File: src/rtl/video_timing_pkg.sv
// Shared raster-timing types and standard video mode presets.
package video_timing_pkg;

  localparam int unsigned TIMING_FIELD_W = 16;

  typedef logic [TIMING_FIELD_W-1:0] tfield_t;

  typedef struct packed {
    tfield_t h_active;
    tfield_t h_fp;
    tfield_t h_sync;
    tfield_t h_bp;
    tfield_t v_active;
    tfield_t v_fp;
    tfield_t v_sync;
    tfield_t v_bp;
  } timing_t;

  typedef enum logic {
    ST_IDLE = 1'b0,
    ST_RUN  = 1'b1
  } state_e;

  localparam timing_t TIMING_720P60 = '{
    h_active: 16'd1280, h_fp: 16'd110, h_sync: 16'd40, h_bp: 16'd220,
    v_active: 16'd720,  v_fp: 16'd5,   v_sync: 16'd5,  v_bp: 16'd20
  };

  localparam timing_t TIMING_1080P60 = '{
    h_active: 16'd1920, h_fp: 16'd88, h_sync: 16'd44, h_bp: 16'd148,
    v_active: 16'd1080, v_fp: 16'd4,  v_sync: 16'd5,  v_bp: 16'd36
  };

  localparam timing_t TIMING_640X480 = '{
    h_active: 16'd640, h_fp: 16'd16, h_sync: 16'd96, h_bp: 16'd48,
    v_active: 16'd480, v_fp: 16'd10, v_sync: 16'd2,  v_bp: 16'd33
  };

  function automatic int unsigned h_total(input timing_t t);
    return 32'(t.h_active) + 32'(t.h_fp) + 32'(t.h_sync) + 32'(t.h_bp);
  endfunction

  function automatic int unsigned v_total(input timing_t t);
    return 32'(t.v_active) + 32'(t.v_fp) + 32'(t.v_sync) + 32'(t.v_bp);
  endfunction

endpackage

File: src/rtl/video_timing_cnt.sv
// Horizontal/vertical raster counters with active, hsync and vsync window decode.
module video_timing_cnt
  import video_timing_pkg::*;
#(
  parameter int unsigned H_ACTIVE = 32'(TIMING_720P60.h_active),
  parameter int unsigned H_FP     = 32'(TIMING_720P60.h_fp),
  parameter int unsigned H_SYNC   = 32'(TIMING_720P60.h_sync),
  parameter int unsigned H_BP     = 32'(TIMING_720P60.h_bp),
  parameter int unsigned V_ACTIVE = 32'(TIMING_720P60.v_active),
  parameter int unsigned V_FP     = 32'(TIMING_720P60.v_fp),
  parameter int unsigned V_SYNC   = 32'(TIMING_720P60.v_sync),
  parameter int unsigned V_BP     = 32'(TIMING_720P60.v_bp)
) (
  input  logic clk,
  input  logic rst_n,
  input  logic run,
  output logic act_c,
  output logic hs_a_c,
  output logic vs_a_c,
  output logic frame_end_c
);

  localparam int unsigned H_TOT = H_ACTIVE + H_FP + H_SYNC + H_BP;
  localparam int unsigned V_TOT = V_ACTIVE + V_FP + V_SYNC + V_BP;
  localparam int unsigned HW    = (H_TOT > 1) ? $clog2(H_TOT) : 1;
  localparam int unsigned VW    = (V_TOT > 1) ? $clog2(V_TOT) : 1;

  localparam logic [HW-1:0] H_LAST  = HW'(H_TOT - 1);
  localparam logic [HW-1:0] H_AEND  = HW'(H_ACTIVE);
  localparam logic [HW-1:0] HS_BEG  = HW'(H_ACTIVE + H_FP);
  localparam logic [HW-1:0] HS_END  = HW'(H_ACTIVE + H_FP + H_SYNC);
  localparam logic [VW-1:0] V_LAST  = VW'(V_TOT - 1);
  localparam logic [VW-1:0] V_AEND  = VW'(V_ACTIVE);
  localparam logic [VW-1:0] VS_BEG  = VW'(V_ACTIVE + V_FP);
  localparam logic [VW-1:0] VS_END  = VW'(V_ACTIVE + V_FP + V_SYNC);

  logic [HW-1:0] h_cnt_q, h_cnt_d;
  logic [VW-1:0] v_cnt_q, v_cnt_d;
  logic          h_wrap_c, v_wrap_c;

  always_ff @(posedge clk) begin
    if (!rst_n) begin
      h_cnt_q <= '0;
      v_cnt_q <= '0;
    end else begin
      h_cnt_q <= h_cnt_d;
      v_cnt_q <= v_cnt_d;
    end
  end

  // Counters are held at the origin whenever the raster is not running.
  always_comb begin
    h_wrap_c = (h_cnt_q == H_LAST);
    v_wrap_c = (v_cnt_q == V_LAST);
    h_cnt_d  = '0;
    v_cnt_d  = '0;
    if (run) begin
      h_cnt_d = h_wrap_c ? '0 : h_cnt_q + HW'(1);
      v_cnt_d = v_cnt_q;
      if (h_wrap_c) begin
        v_cnt_d = v_wrap_c ? '0 : v_cnt_q + VW'(1);
      end
    end
    act_c       = run && (h_cnt_q < H_AEND) && (v_cnt_q < V_AEND);
    hs_a_c      = run && (h_cnt_q >= HS_BEG) && (h_cnt_q < HS_END);
    vs_a_c      = run && (v_cnt_q >= VS_BEG) && (v_cnt_q < VS_END);
    frame_end_c = run && h_wrap_c && v_wrap_c;
  end

endmodule

File: src/rtl/video_timing_out.sv
// Raster timing generator that pulls pixels from a FWFT FIFO and drives registered video outputs.
module video_timing_out
  import video_timing_pkg::*;
#(
  parameter int unsigned DATA_W    = 32,
  parameter int unsigned H_ACTIVE  = 32'(TIMING_720P60.h_active),
  parameter int unsigned H_FP      = 32'(TIMING_720P60.h_fp),
  parameter int unsigned H_SYNC    = 32'(TIMING_720P60.h_sync),
  parameter int unsigned H_BP      = 32'(TIMING_720P60.h_bp),
  parameter int unsigned V_ACTIVE  = 32'(TIMING_720P60.v_active),
  parameter int unsigned V_FP      = 32'(TIMING_720P60.v_fp),
  parameter int unsigned V_SYNC    = 32'(TIMING_720P60.v_sync),
  parameter int unsigned V_BP      = 32'(TIMING_720P60.v_bp),
  parameter bit          HS_POL    = 1'b1,
  parameter bit          VS_POL    = 1'b1,
  parameter logic [DATA_W-1:0] UFLOW_PIX = '0
) (
  input  logic              clk,
  input  logic              rst_n,
  input  logic              en,
  input  logic [DATA_W-1:0] fifo_rd_data,
  input  logic              fifo_rd_vld,
  output logic              fifo_rd_en,
  output logic              frame_start,
  output logic              vid_hs,
  output logic              vid_vs,
  output logic              vid_de,
  output logic [DATA_W-1:0] vid_data,
  output logic              uflow,
  output logic [15:0]       uflow_cnt,
  input  logic              uflow_clr
);

  localparam int unsigned CNT_W   = 16;
  localparam logic [CNT_W-1:0] CNT_MAX = '1;

  state_e              state_q, state_d;
  logic                frame_start_q, frame_start_d;
  logic                vid_hs_q, vid_hs_d;
  logic                vid_vs_q, vid_vs_d;
  logic                vid_de_q, vid_de_d;
  logic [DATA_W-1:0]   vid_data_q, vid_data_d;
  logic                uflow_q, uflow_d;
  logic [CNT_W-1:0]    uflow_cnt_q, uflow_cnt_d;
  logic                run_c, act_c, hs_a_c, vs_a_c, frame_end_c;

  assign run_c = (state_q == ST_RUN);

  video_timing_cnt #(
    .H_ACTIVE (H_ACTIVE),
    .H_FP     (H_FP),
    .H_SYNC   (H_SYNC),
    .H_BP     (H_BP),
    .V_ACTIVE (V_ACTIVE),
    .V_FP     (V_FP),
    .V_SYNC   (V_SYNC),
    .V_BP     (V_BP)
  ) u_cnt (
    .clk         (clk),
    .rst_n       (rst_n),
    .run         (run_c),
    .act_c       (act_c),
    .hs_a_c      (hs_a_c),
    .vs_a_c      (vs_a_c),
    .frame_end_c (frame_end_c)
  );

  always_ff @(posedge clk) begin
    if (!rst_n) begin
      state_q       <= ST_IDLE;
      frame_start_q <= 1'b0;
      vid_hs_q      <= ~HS_POL;
      vid_vs_q      <= ~VS_POL;
      vid_de_q      <= 1'b0;
      vid_data_q    <= '0;
      uflow_q       <= 1'b0;
      uflow_cnt_q   <= '0;
    end else begin
      state_q       <= state_d;
      frame_start_q <= frame_start_d;
      vid_hs_q      <= vid_hs_d;
      vid_vs_q      <= vid_vs_d;
      vid_de_q      <= vid_de_d;
      vid_data_q    <= vid_data_d;
      uflow_q       <= uflow_d;
      uflow_cnt_q   <= uflow_cnt_d;
    end
  end

  // frame_start is raised for the cycle whose counter state will be the frame origin.
  always_comb begin
    state_d       = state_q;
    frame_start_d = 1'b0;
    unique case (state_q)
      ST_IDLE: begin
        if (en) begin
          state_d       = ST_RUN;
          frame_start_d = 1'b1;
        end
      end
      ST_RUN: begin
        if (frame_end_c) begin
          if (en) begin
            frame_start_d = 1'b1;
          end else begin
            state_d = ST_IDLE;
          end
        end
      end
      default: state_d = ST_IDLE;
    endcase

    vid_de_d   = act_c;
    vid_hs_d   = hs_a_c ? HS_POL : ~HS_POL;
    vid_vs_d   = vs_a_c ? VS_POL : ~VS_POL;
    vid_data_d = act_c ? (fifo_rd_vld ? fifo_rd_data : UFLOW_PIX) : '0;

    uflow_d     = uflow_q;
    uflow_cnt_d = uflow_cnt_q;
    if (uflow_clr) begin
      uflow_d     = 1'b0;
      uflow_cnt_d = '0;
    end else if (act_c && !fifo_rd_vld) begin
      uflow_d = 1'b1;
      if (uflow_cnt_q != CNT_MAX) begin
        uflow_cnt_d = uflow_cnt_q + CNT_W'(1);
      end
    end
  end

  // Pops are suppressed while reset is asserted even if the counters still show active video.
  assign fifo_rd_en  = act_c && rst_n;
  assign frame_start = frame_start_q;
  assign vid_hs      = vid_hs_q;
  assign vid_vs      = vid_vs_q;
  assign vid_de      = vid_de_q;
  assign vid_data    = vid_data_q;
  assign uflow       = uflow_q;
  assign uflow_cnt   = uflow_cnt_q;

endmodule
File: config.mk
export PLATFORM = sky130hd
export DESIGN_NAME = video_timing_out
export DESIGN_NICKNAME = d
export VERILOG_FILES = /design/src/rtl/video_timing_pkg.sv /design/src/rtl/video_timing_cnt.sv /design/src/rtl/video_timing_out.sv
export SDC_FILE = /design/constraint.sdc
export NUM_CORES = 1
export LEC_CHECK = 0
export CAP_MARGIN = 10
export CORE_ASPECT_RATIO = 0.5
export CORE_UTILIZATION = 46
export DETAILED_ROUTE_END_ITERATION = 10
export PLACE_DENSITY = 0.79
export SLEW_MARGIN = 20
export SYNTH_ARGS = -nofsm -noshare
export SYNTH_HDL_FRONTEND = slang
export SYNTH_SLANG_ARGS = --single-unit
export TNS_END_PERCENT = 5
File: constraint.sdc
create_clock -name clk -period 2.35 [get_ports clk]
set_clock_uncertainty 0.15 [all_clocks]
set_input_delay 0.47 -clock clk [delete_from_list [all_inputs] [get_ports clk]]
set_output_delay 0.47 -clock clk [all_outputs]
set_load 0.02 [all_outputs]
# Yosys cells after proc, flatten, opt, wreduce, memory -nomap -nowiden
# Index checks and enable logic that the tools add are counted.
# Widths: inputs -> output; s select.
[word_totals]
reg_bits = 75
output_inout_bits = 54
elab_cells = 48
in_bits = 37
[classes]
mux = 8
magnitude_cmp = 6
reduce_logical = 16
addsub = 3
eq_ne = 3
n_bitwise = 2
[op_table]
columns = ["operator", "n"]
rows = [
  ["$lt 11x11->1 const B", 2],
  ["$lt 10x10->1 const B", 2],
  ["$add 16x1->16 const B", 1],
  ["$ne 16x16->1 const B", 1],
  ["$add 11x1->11 const B", 1],
  ["$eq 11x11->1 const B", 1],
  ["$ge 11x11->1 const B", 1],
  ["$add 10x1->10 const B", 1],
  ["$eq 10x10->1 const B", 1],
  ["$ge 10x10->1 const B", 1],
  ["$logic_and 1x1->1", 10],
  ["$mux 10", 1],
  ["$mux 1", 5],
  ["$pmux 1 s2", 2],
  ["$reduce_and 2->1", 2],
  ["$reduce_and 3->1", 1],
  ["$reduce_or 3->1", 1],
  ["$not 1->1", 2],
  ["$reduce_or 2->1", 1],
  ["$logic_not 1->1", 1],
]

# Depth between registers and ports, before layout
[logic_depth]
ltp_word = 5
ltp_mapped = 7
mapped_depth_nobuf = 7

# By module
# A second synthesis with hierarchy kept.
[hier_totals]
cells_unflattened = 327
hier_area_um2 = 3130.5
[modules_own_cells]
columns = ["module", "seq_area_each_um2", "area_each_um2", "n_inst", "cells_per_inst"]
rows = [
  ["video_timing_out", 1081.0, 1924.3, 1, 186],
  ["video_timing_cnt", 420.4, 1206.2, 1, 141],
]

# Worst setup path after synthesis
# OpenSTA, ideal clock, no wires.
[synth_path]
kind = "flip-flop to flip-flop"
start = "register uflow_cnt_q[7] (netlist: uflow_cnt[7])"
end = "register uflow_cnt_q[15] (netlist: uflow_cnt[15])"
synth_period_minus_slack_ps = 2200
setup_time_ps = 121
setup_slack_ps = 150
t_arrival_ps = 1929
n_path_buf = 0
stages_incl_launch_ff = 6
required_time_ps = 2079
cell_sequence = "dfxtp_1 > nand4_1 > nor4_2 > a211oi_1 > nand4_1 > mux2_2"
[synth_between]
elab_chain_cells = 2
word_cells_on_any_way = 3
classes_between = "add/sub (1); eq/ne (1); reduce/logical (1)"
[synth_lines]
columns = ["element", "line_no", "rtl"]
rows = [
  ["from (decl)", "video_timing_out.sv:44", "logic [CNT_W-1:0] uflow_cnt_q, uflow_cnt_d;"],
  ["from (signal assigned)", "video_timing_out.sv:86", "uflow_cnt_q <= uflow_cnt_d;"],
  ["branches (longest 2 deep; another with $add 16x1->16)", "n/a", ""],
]
# Parallel ways; which one is timed is not known.
# A chain may end at the register's enable or synchronous reset.

# Worst setup path after layout
[layout_path]
start = "register u_cnt.v_cnt_q[8]"
end = "output port fifo_rd_en"
[layout_between]
elab_chain_cells = 3
[layout_lines]
columns = ["element", "line_no", "rtl"]
rows = [
  ["from (decl)", "video_timing_cnt.sv:38", "logic [VW-1:0] v_cnt_q, v_cnt_d;"],
  ["from (signal assigned)", "video_timing_cnt.sv:47", "v_cnt_q <= v_cnt_d;"],
  ["$lt 10x10->1", "video_timing_cnt.sv:64", "act_c = run && (h_cnt_q < H_AEND) && (v_cnt_q < V_AEND);"],
  ["$logic_and 1x1->1", "video_timing_cnt.sv:64", ""],
  ["$logic_and 1x1->1", "video_timing_out.sv:132", "assign fifo_rd_en = act_c && rst_n;"],
  ["to (decl)", "video_timing_out.sv:23", "output logic fifo_rd_en,"],
]
# Every way passes these cells.

==> impl_metrics.py <==
metrics = {
    "outcome": {
        "outcome": "finished clean",
    },
    "synth": {
        "netlist_area_sq_um": 2960,
        "syn_nets": 357,
        "syn_inst": 313,
        "synthTopCellsByArea": "dfxtp_1, and2_1, xnor2_1, nor2_1, ha_1",
        "synth_most_common_cell": "dfxtp_1",
        "yosysWarningCount": 0,
        "synthFlopType": "dfxtp_1",
        "synth_top_area_cell": "dfxtp_1",
        "seq_area_frac_synth": 0.507,
        "syn_area_per_cell_sq_um": 9.47,
        "synth-seq-cells": 75,
        "synth_async_sr_flop_share": 0,
        "synth-edff-count": 0,
        "yosys-top-cells-count": "dfxtp_1, nor2_1, and2_1",
        "ys_types": 45,
        "synth_top_cell_area_share": 0.507,
    },
    "floorplan": {
        "core_sq_um": 6130,
        "dieArea_sq_um": 6790,
        "die_w_um": 116,
        "row_count": 20,
        "die_y_um": 58.8,
        "ios": 91,
        "initial_core_util": 0.483,
    },
    "setup_path": {
        "startpoint_type": "flop",
        "path_buf_inv": 1,
        "critPathKind": "reg -> out",
        "crit_slowest_cell": "dfxtp_1",
        "rrSetupSlack_ns": 0.19,
        "crit_path_end_kind": "output port",
        "arrival_ns": 1.66,
        "cp_max_fo": 5,
        "path_cells": "nand4b_1 -> o211ai_1 -> nor2_1 -> dlygate4sd2_1",
        "required_ns": 1.73,
        "cp_top_family": "flip-flops",
        "critPathMaxStageDelay_ns": 0.34,
    },
    "layout": {
        "nets": 461,
        "layout-drive-gt1-share": 0.107,
        "syn2layout_area_growth_pct": 46.7,
        "fin_cells": 510,
        "multiInputGateArea_sq_um": 1380,
        "seqCellArea_sq_um": 1500,
        "finish.utilization": 0.709,
        "fillers": 457,
        "diodes": 0,
    },
    "timing": {
        "max_slew.worst_pin.slew_ns": 0.569,
        "slew_violations": 0,
        "fmax_mhz": 438,
        "setup_viol": 0,
        "tns_ns": 0,
        "hold_viol": 0,
        "min_period_ns": 2.28,
        "period_share": 0.971,
        "rsz0062_at_grt": "no",
        "finalWorstSetupSlack_ns": 0.0678,
        "slew_headroom": 0.611,
    },
    "run": {
        "cap_viol_max_count": 0,
    },
    "clocking": {
        "cts-buffers-inserted": 9,
        "clk_pin_slew_ns": 0.06,
        "cts.sinks": 75,
        "htree_levels": 3,
        "cts_tree": "yes",
        "cts_root_buf": "clkbuf_16",
        "cts_buffer_depth": 2,
        "clk_latency_ns": 0.33,
        "hold_buffers": 0,
    },
    "routing": {
        "firstDrtPassIters": 4,
        "vias_per_cell": 4.97,
        "num_vias": 2535,
        "wl_mm": 6.97,
        "drc": 0,
        "ant_nets": 0,
        "drtIter0Drc": 194,
        "wl_per_cell_um": 13.7,
    },
    "placement": {
        "io_buffers": 90,
        "place.gp.congestion": 0.817,
        "dp_cells": 493,
        "post-place-ws_ns": -0.0594,
        "hpwl_mm": 5.11,
    },
    "global_route": {
        "overflow": 0,
        "grt_pass1_wl_mm": 11.0,
        "grt_max_degree": 33,
        "track_usage": 0.214,
        "grt_pass1_vias": 2416,
        "antenna_found_initial": 0,
    },
    "pwr": {
        "p_total_mw": 2.91,
        "powerDensity_nw_per_um2": 669,
        "ir_drop_v": 0.000492,
        "p_leak_nw": 1.57,
    },
    "min_path": {
        "hp-class": "reg -> reg",
    },
}
[cells in the final DEF, fill, tap and decap left out, types with 2 or more instances in the layout]
master	n
xnor2_1	17
clkbuf_16	9
dfxtp_1	73
and3_1	4
inv_1	12
and3_2	2
bufinv_16	2
nor3_1	3
nand3_1	9
a21oi_1	13
dfxtp_2	2
nand3b_1	2
or3_2	3
nor2_1	39
buf_4	13
clkinv_2	4
o211ai_1	2
clkdlybuf4s50_1	89
nand2b_1	3
ha_1	7
a2111oi_0	3
nand2_1	18
nor2b_1	2
xor2_1	7
nand4_1	9
o2111ai_1	2
o21ai_0	5
mux2i_1	3
and2_1	36
nand4b_1	2
a211oi_1	6
[flip-flops by register name (all words and copies together), names as in the netlist]
register,flops
frame_start,1
run_c,1
u_cnt.h_cnt_q,11
u_cnt.v_cnt_q,10
uflow,1
uflow_cnt,16
vid_data,32
vid_de,1
vid_hs,1
vid_vs,1
[power breakdown]
group	switching (mW)	internal (mW)	leakage, nW
logic	0.0756	0.105	0.808
clock network	0.502	0.921	0.156
registers	0.0101	1.29	0.608
total	0.588	2.32	1.57
[worst register-to-register path: stages (launching register included)]
cell and delay, ns:
dfxtp_1 0.38, nand4b_1 0.17, buf_4 0.13, buf_4 0.11
o2111ai_1 0.13, buf_4 0.20, a2111oi_0 0.53, xnor2_1 0.19
nor2_1 0.05
[through the flow]
step | hold WS (ns) | instance area [sq um]
2_1_floorplan | 0.290 | 2960
3_3_place_gp | 0.284 | 4030
3_5_place_dp | 0.291 | 4030
4_1_cts | 0.299 | 4340
5_1_grt | 0.319 | 4350
6_report | 0.295 | 4350
[layout make-up]
cell class / instances / share of cell area
Clock buffer: 10 / 0.0527
Multi-Input combinational cell: 216 / 0.318
Inverter: 12 / 0.0104
Sequential cell: 75 / 0.346
Tap cell: 88 / 0.0253
Timing Repair Buffer: 103 / 0.229
Clock inverter: 6 / 0.0184
[routing by layer]
| metal | vias up | share of wire | global-route usage |
|---|---|---|---|
| met5 | - | 0 | 0 |
| met4 | 0 | 0.020 | 0.102 |
| met3 | 13 | 0.039 | 0.0597 |
| met2 | 65 | 0.52 | 0.394 |
| met1 | 1190 | 0.42 | 0.231 |
| li1 | 1267 | - | - |
[timing repair]
item	CTS	global route
hold endpoints to repair	0	0
setup buffers	0	1
resized for setup	3	2
cloned	0	0
pin swaps	1	1
endpoints found under the setup margin	1	1
[path summary, 6_finish.rpt]
kind / from / cells after the start / to
max: u_cnt.v_cnt_q[8]$_SDFFE_PN0N_ / 4 / fifo_rd_en
min: uflow$_SDFFE_PP0P_ / 2 / uflow$_SDFFE_PP0P_
max reg2reg: u_cnt.v_cnt_q[8]$_SDFFE_PN0N_ / 8 / uflow_cnt[8]$_SDFFE_PP0P_
min reg2reg: uflow$_SDFFE_PP0P_ / 2 / uflow$_SDFFE_PP0P_
[cell families (layout without fill, tap and decap cells)]
family                   Yosys count  count (layout)  synth area share
XOR/XNOR                          24              24            0.0709
buffers and inverters             22             131            0.0279
AND/OR/NAND/NOR                  143             143             0.267
multiplexers                       4               4            0.0139
adder cells (fa/ha/maj)            7               7            0.0296
AO/OA/AOI/OAI                     38              38            0.0840
flip-flops                        75              75             0.507
Note: power is estimated with default switching activity, not from simulation.
